`config.mk`:
```
export PLATFORM = sky130hd
export DESIGN_NAME = path_result_writer_flat
export DESIGN_NICKNAME = d
export VERILOG_FILES = /design/src/rtl/path_result_writer_if.sv /design/src/rtl/path_result_writer.sv /design/src/flat_wrapper.sv
export SDC_FILE = /design/constraint.sdc
export NUM_CORES = 1
export LEC_CHECK = 0
export CAP_MARGIN = 40
export CORE_UTILIZATION = 40
export DETAILED_ROUTE_END_ITERATION = 12
export GPL_TIMING_DRIVEN = 0
export PLACE_DENSITY = 0.64
export SYNTH_ARGS = -nofsm -noshare
export SYNTH_HDL_FRONTEND = slang
export SYNTH_SLANG_ARGS = --single-unit
```
`constraint.sdc`:
```
create_clock -name clk -period 4.8 [get_ports clk]
set_input_delay 0.48 -clock clk [delete_from_list [all_inputs] [get_ports clk]]
set_output_delay 0.48 -clock clk [all_outputs]
set_load 0.05 [all_outputs]
```
`src/rtl/path_result_writer_if.sv`:
```
// Bus bundle between the DFS search datapath, path_result_writer and the
// result memory.
//   search side : start, wpathmin, node_vld, node_ptr, node_last
//   memory side : mem_addr, mem_wdata, mem_we (out), mem_ready (in)
//   status      : busy, done, err_ovf
// slave  = the writer block, master = whoever drives the search/memory side.
interface path_result_writer_if #(
  parameter int AW = 18,
  parameter int WW = 15
);
  logic          start;
  logic [WW-1:0] wpathmin;
  logic          node_vld;
  logic [AW-1:0] node_ptr;
  logic          node_last;
  logic [AW-1:0] mem_addr;
  logic [AW-1:0] mem_wdata;
  logic          mem_we;
  logic          mem_ready;
  logic          busy;
  logic          done;
  logic          err_ovf;

  modport slave (
    input  start, wpathmin, node_vld, node_ptr, node_last, mem_ready,
    output mem_addr, mem_wdata, mem_we, busy, done, err_ovf
  );

  modport master (
    output start, wpathmin, node_vld, node_ptr, node_last, mem_ready,
    input  mem_addr, mem_wdata, mem_we, busy, done, err_ovf
  );
endinterface

```
`src/rtl/path_result_writer.sv`:
```
// path_result_writer: captures the minimum path weight and the serialized
// node-pointer stream from the DFS search, then writes one result record
//   BASE+0 : weight (zero-extended)
//   BASE+1 : node count
//   BASE+2+i : node pointer i (root first)
// through a valid/ready write port and pulses done once the record is written.
// Ports: clk, rst (sync, active-high), bus (path_result_writer_if.slave).
module path_result_writer #(
  parameter int D    = 8,
  parameter int AW   = 18,
  parameter int WW   = 15,
  parameter int BASE = 0
) (
  input  logic clk,
  input  logic rst,
  path_result_writer_if.slave bus
);
  localparam int CW = $clog2(D + 1);
  localparam int IW = $clog2(D);
  localparam logic [AW-1:0] BASE_A = AW'(BASE);

  typedef enum logic [2:0] {IDLE, COLLECT, WR_HDR, WR_CNT, WR_PATH, FIN} st_t;

  st_t                  st, st_nx;
  logic [CW-1:0]        cnt, idx;
  logic [WW-1:0]        wgt;
  logic [D-1:0][AW-1:0] ptr_buf;
  logic                 ovf;

  logic                 we, dn;
  logic [AW-1:0]        addr, wdata;

  // Write states hold mem_we=1, so mem_ready alone marks acceptance there.
  always_ff @(posedge clk) begin
    if (rst) begin
      st  <= IDLE;
      cnt <= '0;
      idx <= '0;
      wgt <= '0;
      ovf <= 1'b0;
    end else begin
      st <= st_nx;
      case (st)
        IDLE: if (bus.start) begin
          wgt <= bus.wpathmin;
          cnt <= '0;
          ovf <= 1'b0;
        end
        COLLECT: if (bus.node_vld) begin
          if (cnt < CW'(D)) begin
            ptr_buf[cnt[IW-1:0]] <= bus.node_ptr;
            cnt                  <= cnt + CW'(1);
          end else begin
            ovf <= 1'b1;
          end
        end
        WR_CNT:  if (bus.mem_ready) idx <= '0;
        WR_PATH: if (bus.mem_ready && idx != cnt - CW'(1)) idx <= idx + CW'(1);
        default: ;
      endcase
    end
  end

  always_comb begin
    st_nx = st;
    we    = 1'b0;
    dn    = 1'b0;
    addr  = '0;
    wdata = '0;
    case (st)
      IDLE:    if (bus.start) st_nx = COLLECT;
      COLLECT: if (bus.node_last) st_nx = WR_HDR;
      WR_HDR: begin
        we    = 1'b1;
        addr  = BASE_A;
        wdata = {{(AW-WW){1'b0}}, wgt};
        if (bus.mem_ready) st_nx = WR_CNT;
      end
      WR_CNT: begin
        we    = 1'b1;
        addr  = BASE_A + AW'(1);
        wdata = {{(AW-CW){1'b0}}, cnt};
        if (bus.mem_ready) st_nx = (cnt == '0) ? FIN : WR_PATH;
      end
      WR_PATH: begin
        we    = 1'b1;
        // modulo-2^AW address wrap is intended
        addr  = BASE_A + AW'(2) + {{(AW-CW){1'b0}}, idx};
        wdata = ptr_buf[idx[IW-1:0]];
        if (bus.mem_ready && idx == cnt - CW'(1)) st_nx = FIN;
      end
      FIN: begin
        dn    = 1'b1;
        st_nx = IDLE;
      end
      default: st_nx = IDLE;
    endcase
  end

  assign bus.mem_we    = we;
  assign bus.mem_addr  = addr;
  assign bus.mem_wdata = wdata;
  assign bus.done      = dn;
  assign bus.busy      = (st != IDLE);
  assign bus.err_ovf   = ovf;
endmodule

```
`src/flat_wrapper.sv`:
```
// flat-port wrapper written by rule: the top's interface ports become plain ports
module path_result_writer_flat 
#(
  parameter int D    = 8,
  parameter int AW   = 18,
  parameter int WW   = 15,
  parameter int BASE = 0
)
  (clk, rst, bus_start, bus_wpathmin, bus_node_vld, bus_node_ptr, bus_node_last, bus_mem_ready, bus_mem_addr, bus_mem_wdata, bus_mem_we, bus_busy, bus_done, bus_err_ovf);
  path_result_writer_if #(.AW(AW), .WW(WW)) bus_i ();
  input  logic clk;
  input  logic rst;
  input wire logic [$bits(bus_i.start)-1:0] bus_start;
  input wire logic [$bits(bus_i.wpathmin)-1:0] bus_wpathmin;
  input wire logic [$bits(bus_i.node_vld)-1:0] bus_node_vld;
  input wire logic [$bits(bus_i.node_ptr)-1:0] bus_node_ptr;
  input wire logic [$bits(bus_i.node_last)-1:0] bus_node_last;
  input wire logic [$bits(bus_i.mem_ready)-1:0] bus_mem_ready;
  output wire logic [$bits(bus_i.mem_addr)-1:0] bus_mem_addr;
  output wire logic [$bits(bus_i.mem_wdata)-1:0] bus_mem_wdata;
  output wire logic [$bits(bus_i.mem_we)-1:0] bus_mem_we;
  output wire logic [$bits(bus_i.busy)-1:0] bus_busy;
  output wire logic [$bits(bus_i.done)-1:0] bus_done;
  output wire logic [$bits(bus_i.err_ovf)-1:0] bus_err_ovf;
  assign bus_i.start = bus_start;
  assign bus_i.wpathmin = bus_wpathmin;
  assign bus_i.node_vld = bus_node_vld;
  assign bus_i.node_ptr = bus_node_ptr;
  assign bus_i.node_last = bus_node_last;
  assign bus_i.mem_ready = bus_mem_ready;
  assign bus_mem_addr = bus_i.mem_addr;
  assign bus_mem_wdata = bus_i.mem_wdata;
  assign bus_mem_we = bus_i.mem_we;
  assign bus_busy = bus_i.busy;
  assign bus_done = bus_i.done;
  assign bus_err_ovf = bus_i.err_ovf;
  path_result_writer #(.D(D), .AW(AW), .WW(WW), .BASE(BASE)) u_core (.clk(clk), .rst(rst), .bus(bus_i));
endmodule
```
## Yosys cells after proc, flatten, opt, wreduce, memory -nomap -nowiden

Index checks and enable logic that the tools add are counted.

| storage, ports and cells | value |
|---|---|
| bits in writable memories | 0 |
| flip-flop bits (word level) | 171 |
| bits in latches | 0 |
| memories | 0 |
| output and inout port bits | 40 |
| bits of input ports | 39 |
| bits in read-only memories | 0 |

| operators by class | value |
|---|---|
| $add $sub $neg | 4 |
| reductions and logical operators | 15 |
| bitwise gates (word level) | 1 |
| multiply operators | 0 |
| equality and inequality tests | 16 |
| multiplexer cells | 27 |
| div/mod/pow operators | 0 |
| order comparisons | 4 |
| shift-type cells | 0 |

Operators by type and width:

| cell | count |
|---|---|
| $bwmux W144 | 1 |
| $bmux W18 S3 | 1 |
| $demux W18 S3 | 1 |
| $pmux W18 S3 | 1 |
| $mux W18 | 2 |
| $pmux W18 S2 | 1 |
| $mux W4 | 5 |
| $pmux W4 S2 | 2 |
| $mux W3 | 5 |
| $pmux W3 S5 | 1 |
| $ne A2 B2 Y1 const B | 6 |
| $reduce_and A4 Y1 | 3 |
| $add A4 B1 Y4 const B | 2 |
| $lt A3 B4 Y1 const B | 2 |
| $eq A3 B2 Y1 const B | 2 |
| $eq A3 B3 Y1 const B | 2 |
| $mux W1 | 6 |
| $ne A2 B1 Y1 const B | 3 |
| $add A2 B4 Y5 const A | 1 |
| $reduce_and A5 Y1 | 1 |
| $eq A4 B4 Y1 | 1 |
| $logic_not A4 Y1 | 1 |
| $lt A4 B4 Y1 const B | 1 |
| $ne A4 B4 Y1 | 1 |
| 12 further kinds | 15 |

## Longest topological paths before layout

Gate-level depths: netlist of the first run.

| depth | value |
|---|---|
| depth in word-level cells | 5 |
| mapped depth | 8 |
| mapped depth without buffers | 7 |

## Least setup slack after synthesis of the first run

Ideal clock, no wire load.

| timing path | value |
|---|---|
| path type | reg-to-reg |
| start | register u_core.st[0] |
| end | register u_core.ptr_buf[108] (netlist bit), enable pin |
| slack | 1.466 ns |
| data required time | 4.361 ns |
| data arrival time | 2.895 ns |
| period minus slack after synthesis | 3.334 ns |
| buffers on the path | 1 |
| stages on the path, launching flop included | 5 |
| cell sequence | dfxtp_1 > clkbuf_1 > nor4bb_1 > nand2b_1 > nor4_1 |

| on the way | value |
|---|---|
| word-level cells in the longest chain between the ends | 2 |

Ends and longest elaborated chain:

| item | RTL line | text |
|---|---|---|
| start: declaration | path_result_writer.sv:24 | `st_t st, st_nx;` |
| start signal: assignment | path_result_writer.sv:42 | `st <= st_nx;` |
| $eq A3 B1 Y1 | path_result_writer.sv:43 | `case (st)` |
| $reduce_and A4 Y1 (no line) | - |  |
| end signal: indexed assignment | path_result_writer.sv:51 | `ptr_buf[cnt[IW-1:0]] <= bus.node_ptr;` |
| end: declaration | path_result_writer.sv:27 | `logic [D-1:0][AW-1:0] ptr_buf;` |

No other way between the ends.
A chain may end at the register's enable or synchronous reset.

## Worst setup path after layout of the first run

| timing path | value |
|---|---|
| start | register u_core.st[1] |
| end | output port bus_mem_wdata[9] |

| on the way | value |
|---|---|
| word-level cells in the longest chain between the ends | 2 |
| elaborated cells on any way between the ends | 4 |
| those cells by class | eq/ne (3); mux (1) |

Ends and longest elaborated chain:

| item | RTL line | text |
|---|---|---|
| $eq A3 B3 Y1 or $eq A3 B2 Y1 (tied branches) | path_result_writer.sv:70 | `case (st)` |
| $pmux W18 S3 (*) | path_result_writer.sv:70 |  |
| end: declaration | flat_wrapper.sv:20 | `output wire logic [$bits(bus_i.mem_wdata)-1:0] bus_mem_wdata;` |

Mark *: on every way between the ends. The rest lies on a longest branch, timed or not.

==> results.md, run 1 <==
* Status: finished, final reports clean
* Cts hold-fix bufs at 0
* RR Startpoint: u_core.st[0]
* Pwr Density at 409 nW/um^2
* Max Freq at 260 MHz
* Die width at 135 microns
* Die Ht at 135 microns
* Main synth FF type: edfxtp_1
* Xor and xnor area share after synthesis at 1.23%
* Largest family of logic cells by synthesized area: multiplexers
* Synthesized cell area at 7090 sq um
* Synth Area in Adders at 0.882%
* Synthesized flop and latch total at 171
* Number of clock sinks at 171
* Unrepaired setup endpoints after global routing: false
* Crit path arrival time at 3.36 ns
* Die area at 18300 sq um
* Sw frac at 26.1%
* Iteration-0 DRC Markers at 285
* Core area at 17300 sq um
* Crit-path slowest cell: clkdlybuf4s50_1
* WHS Path Cells at 2
* DRC violations left at 0
* Peak supply drop at 265 uV
* Largest net degree at the start of global routing at 17
* Reg2reg setup slack at 1.74 ns
* Unique cell type count in the Yosys netlist at 41
* Crit path kind: flip-flop to output port
* Ys async rst share at 0%
* Worst Path Required at 4.32 ns
* Reg2Reg Depth at 6
* Startpoint Class: flip-flop
* Worst-Skew Late Latency at 0.42 ns
* Power share of the sequential group at 46.4%
* Initial antenna violation count at 0
* Final Critical Period at 3.84 ns
* RD Place Congestion at 0.828
* Area after DPL at 8290 sq um
* CP Max Fanout at 10
* CP bufs+invs at 3
* Vias at 4189
* Final std cells w/o fill at 794
* Post_cts resized at 0
* Crit path max-delay family: buffers and inverters
* HPWL Detailed at 11.3 mm
* Clock share of power at 37.3%
* Num CTS Buffers at 17
* Met2 WL at 7.83 mm
* Mapped Avg Cell Area at 15.9 sq um
* Antenna cell count at 0
* Filler Cell Count at 1418
* Gate power share at 16.3%
* Max-slew violations at 0
* Clock buffer depth at 2
* Setup violations, final at 0
* Critical Path, Cell by Cell: buf_1, nand2b_1, nor2_1, clkbuf_1, nand2_1, o21ai_1, clkdlybuf4s50_1
* Vias in the first global route at 4273
* H-tree Lvls at 4
* Final instance area at 8870 sq um
* GR Util All Layers at 18.6%
* Share of cells above drive strength 1 at 19.7%
* Synth-to-Final Area Change at 25.1%
* Port Buffers at 64
* Clk root buf: clkbuf_16
* Synth Instances at 445
* Final ANT Viol Nets at 0
* Cell internal pwr at 2680 uW
* WL met1 at 6.83 mm
* Ys Warns at 0
* Capturing point of the worst reg2reg path: u_core.ptr_buf[142]
* FP Rows at 48
* CTS tree: yes
* Worst Skew at 0.00852 ns
* Cells after DPL at 762
* DRT Pass-1 Iters at 4
* Tcrit/Tclk final at 80.0%
* Initial Utilization at 41.0%
* Reg clk slew, reported paths at 0.06 ns
* I/O Pins at 79
* WL final at 15.9 mm
* Worst Hold End: u_core.wgt[0]
* Min-delay worst type: flip-flop to flip-flop
* Worst path max stage delay at 0.86 ns
* Worst Tran Pin Value at 0.851 ns
* Final hold viol count at 0
* Commonest cells after routing, fill and taps aside: edfxtp_1 (144), clkdlybuf4s50_1 (64), nand2_1 (54)
* Grt total ovfl at 0
* Crit. End Element: output port
* Seq/Total Area, Yosys at 68.6%
* Switching Power at 947 uW
* # Max-Cap Violations at 0
* Leakage at 0.00287 uW
* First-pass GRT wire length at 24.3 mm
* Post-Synth Simple-Gate Area at 6.88%
* Multiplexer area fraction after synthesis at 15.0%
* Post CTS Setup Buffer Count at 0
* Met3 WL at 777 microns
* Sequential Area at 4860 sq um
* Area of the multi-input gates at 2060 sq um
* WL per Instance at 20.0 microns
* Via density at 5.28
* Hold path start: u_core.wgt[0]
* Most common cell after layout, fill and taps aside: edfxtp_1
* Compound-cell area share of the yosys netlist at 3.93%
* DR top layer: met4
* Final nets at 600
* Hold Slack at 0.464 ns
* Number of synthesized flops with an enable pin at 144
* Slew Limit Headroom at 43.3%
==> registers in the layout, summed over array words and instances, names as in the netlist <==
name / flops
u_core.ptr_buf: 144
u_core.wgt: 15
u_core.cnt: 4
u_core.idx: 4
u_core.st: 3
u_core.bus.err_ovf: 1
==> power groups by stage <==
| stage | logic [uW] | clock network (uW) | registers, uW |
|---|---|---|---|
| floorplan | 390 | 0 | 1710 |
| global route | 629 | 1430 | 1690 |
| finish | 591 | 1350 | 1680 |
| global placement | 564 | 0 | 1710 |
| CTS | 588 | 1380 | 1680 |
| detailed placement | 586 | 0 | 1710 |
==> through the flow <==
stage               util (%)  TNS, ns  power [uW]  setup slack, ns
global placement        46.6   -63.50        2270            -1.40
finish                  51.3        0        3620            0.960
CTS                     51.3        0        3650            0.987
global route            51.3        0        3750            0.837
detailed placement      47.9        0        2300             1.37
floorplan                  -        0        2100             1.47
==> how the worst max path moves through the flow <==
stage                                     end           from  depth (start not counted)
final                        bus_mem_wdata[9]   u_core.st[1]                          7
after global routing         bus_mem_wdata[9]   u_core.st[1]                          7
after CTS                    bus_mem_wdata[2]  u_core.idx[1]                          6
after detailed placement   u_core.ptr_buf[68]   bus_node_vld                          6
after global placement    u_core.ptr_buf[109]   bus_node_vld                          4
after floorplan           u_core.ptr_buf[108]   u_core.st[0]                          4
==> logic make-up after synthesis <==
group	Yosys count
AOI/OAI and AO/OA	48
xor gates and xnor gates	10
adders and majority gates	5
buffers and inverters	48
DFF	171
muxes	61
other	1
and+or+nand+nor	101
==> layer usage <==
metal	track usage, %	vias up
met5	0	-
met4	8.93	0
met3	3.63	25
met2	29.9	153
met1	24.3	2110
li1	-	1901
==> worst register-to-register path: stages (launching register included) <==
cell and delay (ns):
dfxtp_1 0.30, clkbuf_1 0.26, nor4bb_1 0.71, and2b_1 0.31, nand3_1 0.24, nor2_2 0.69
buf_8 0.26
==> area by class of cell <==
| cell class | count | share of cell area (%) |
|---|---|---|
| Inverter | 7 | 0.296 |
| Clock buffer | 19 | 4.88 |
| Timing Repair Buffer | 80 | 9.39 |
| Sequential cell | 171 | 54.8 |
| Buffer | 41 | 2.50 |
| Clock inverter | 13 | 1.71 |
| Multi-Input combinational cell | 238 | 23.2 |
| Tap cell | 225 | 3.17 |
==> cell usage after synthesis (all sizes together), types with 9 or more instances <==
cell type	instances	share of area, %
edfxtp	144	61
nor2	12	0.63
mux4	36	11
clkbuf	15	0.79
a21oi	22	1.6
buf	26	2.3
nor3	9	0.79
nand2	54	2.9
mux2i	25	3.5
o21ai	12	0.90
xnor2	9	1.1
dfxtp	27	7.6
Note: power is estimated with default switching activity, not from simulation.
==> inputs of run 2 (changes only) <==
clock period = 3.9 ns   (was 4.8 ns; I/O delays follow)
==> results of run 2 <==
Same layout as run 1 (identical final DEF). Status: finished, final reports clean.
Main changes from that run: setup slack after placement 1.37 ns -> 0.563 ns; setup slack after layout 0.960 ns -> 0.150 ns; register-to-register setup slack 1.74 ns -> 0.84 ns; total power 3620 uW -> 4460 uW; worst IR drop on VDD 265 uV -> 326 uV
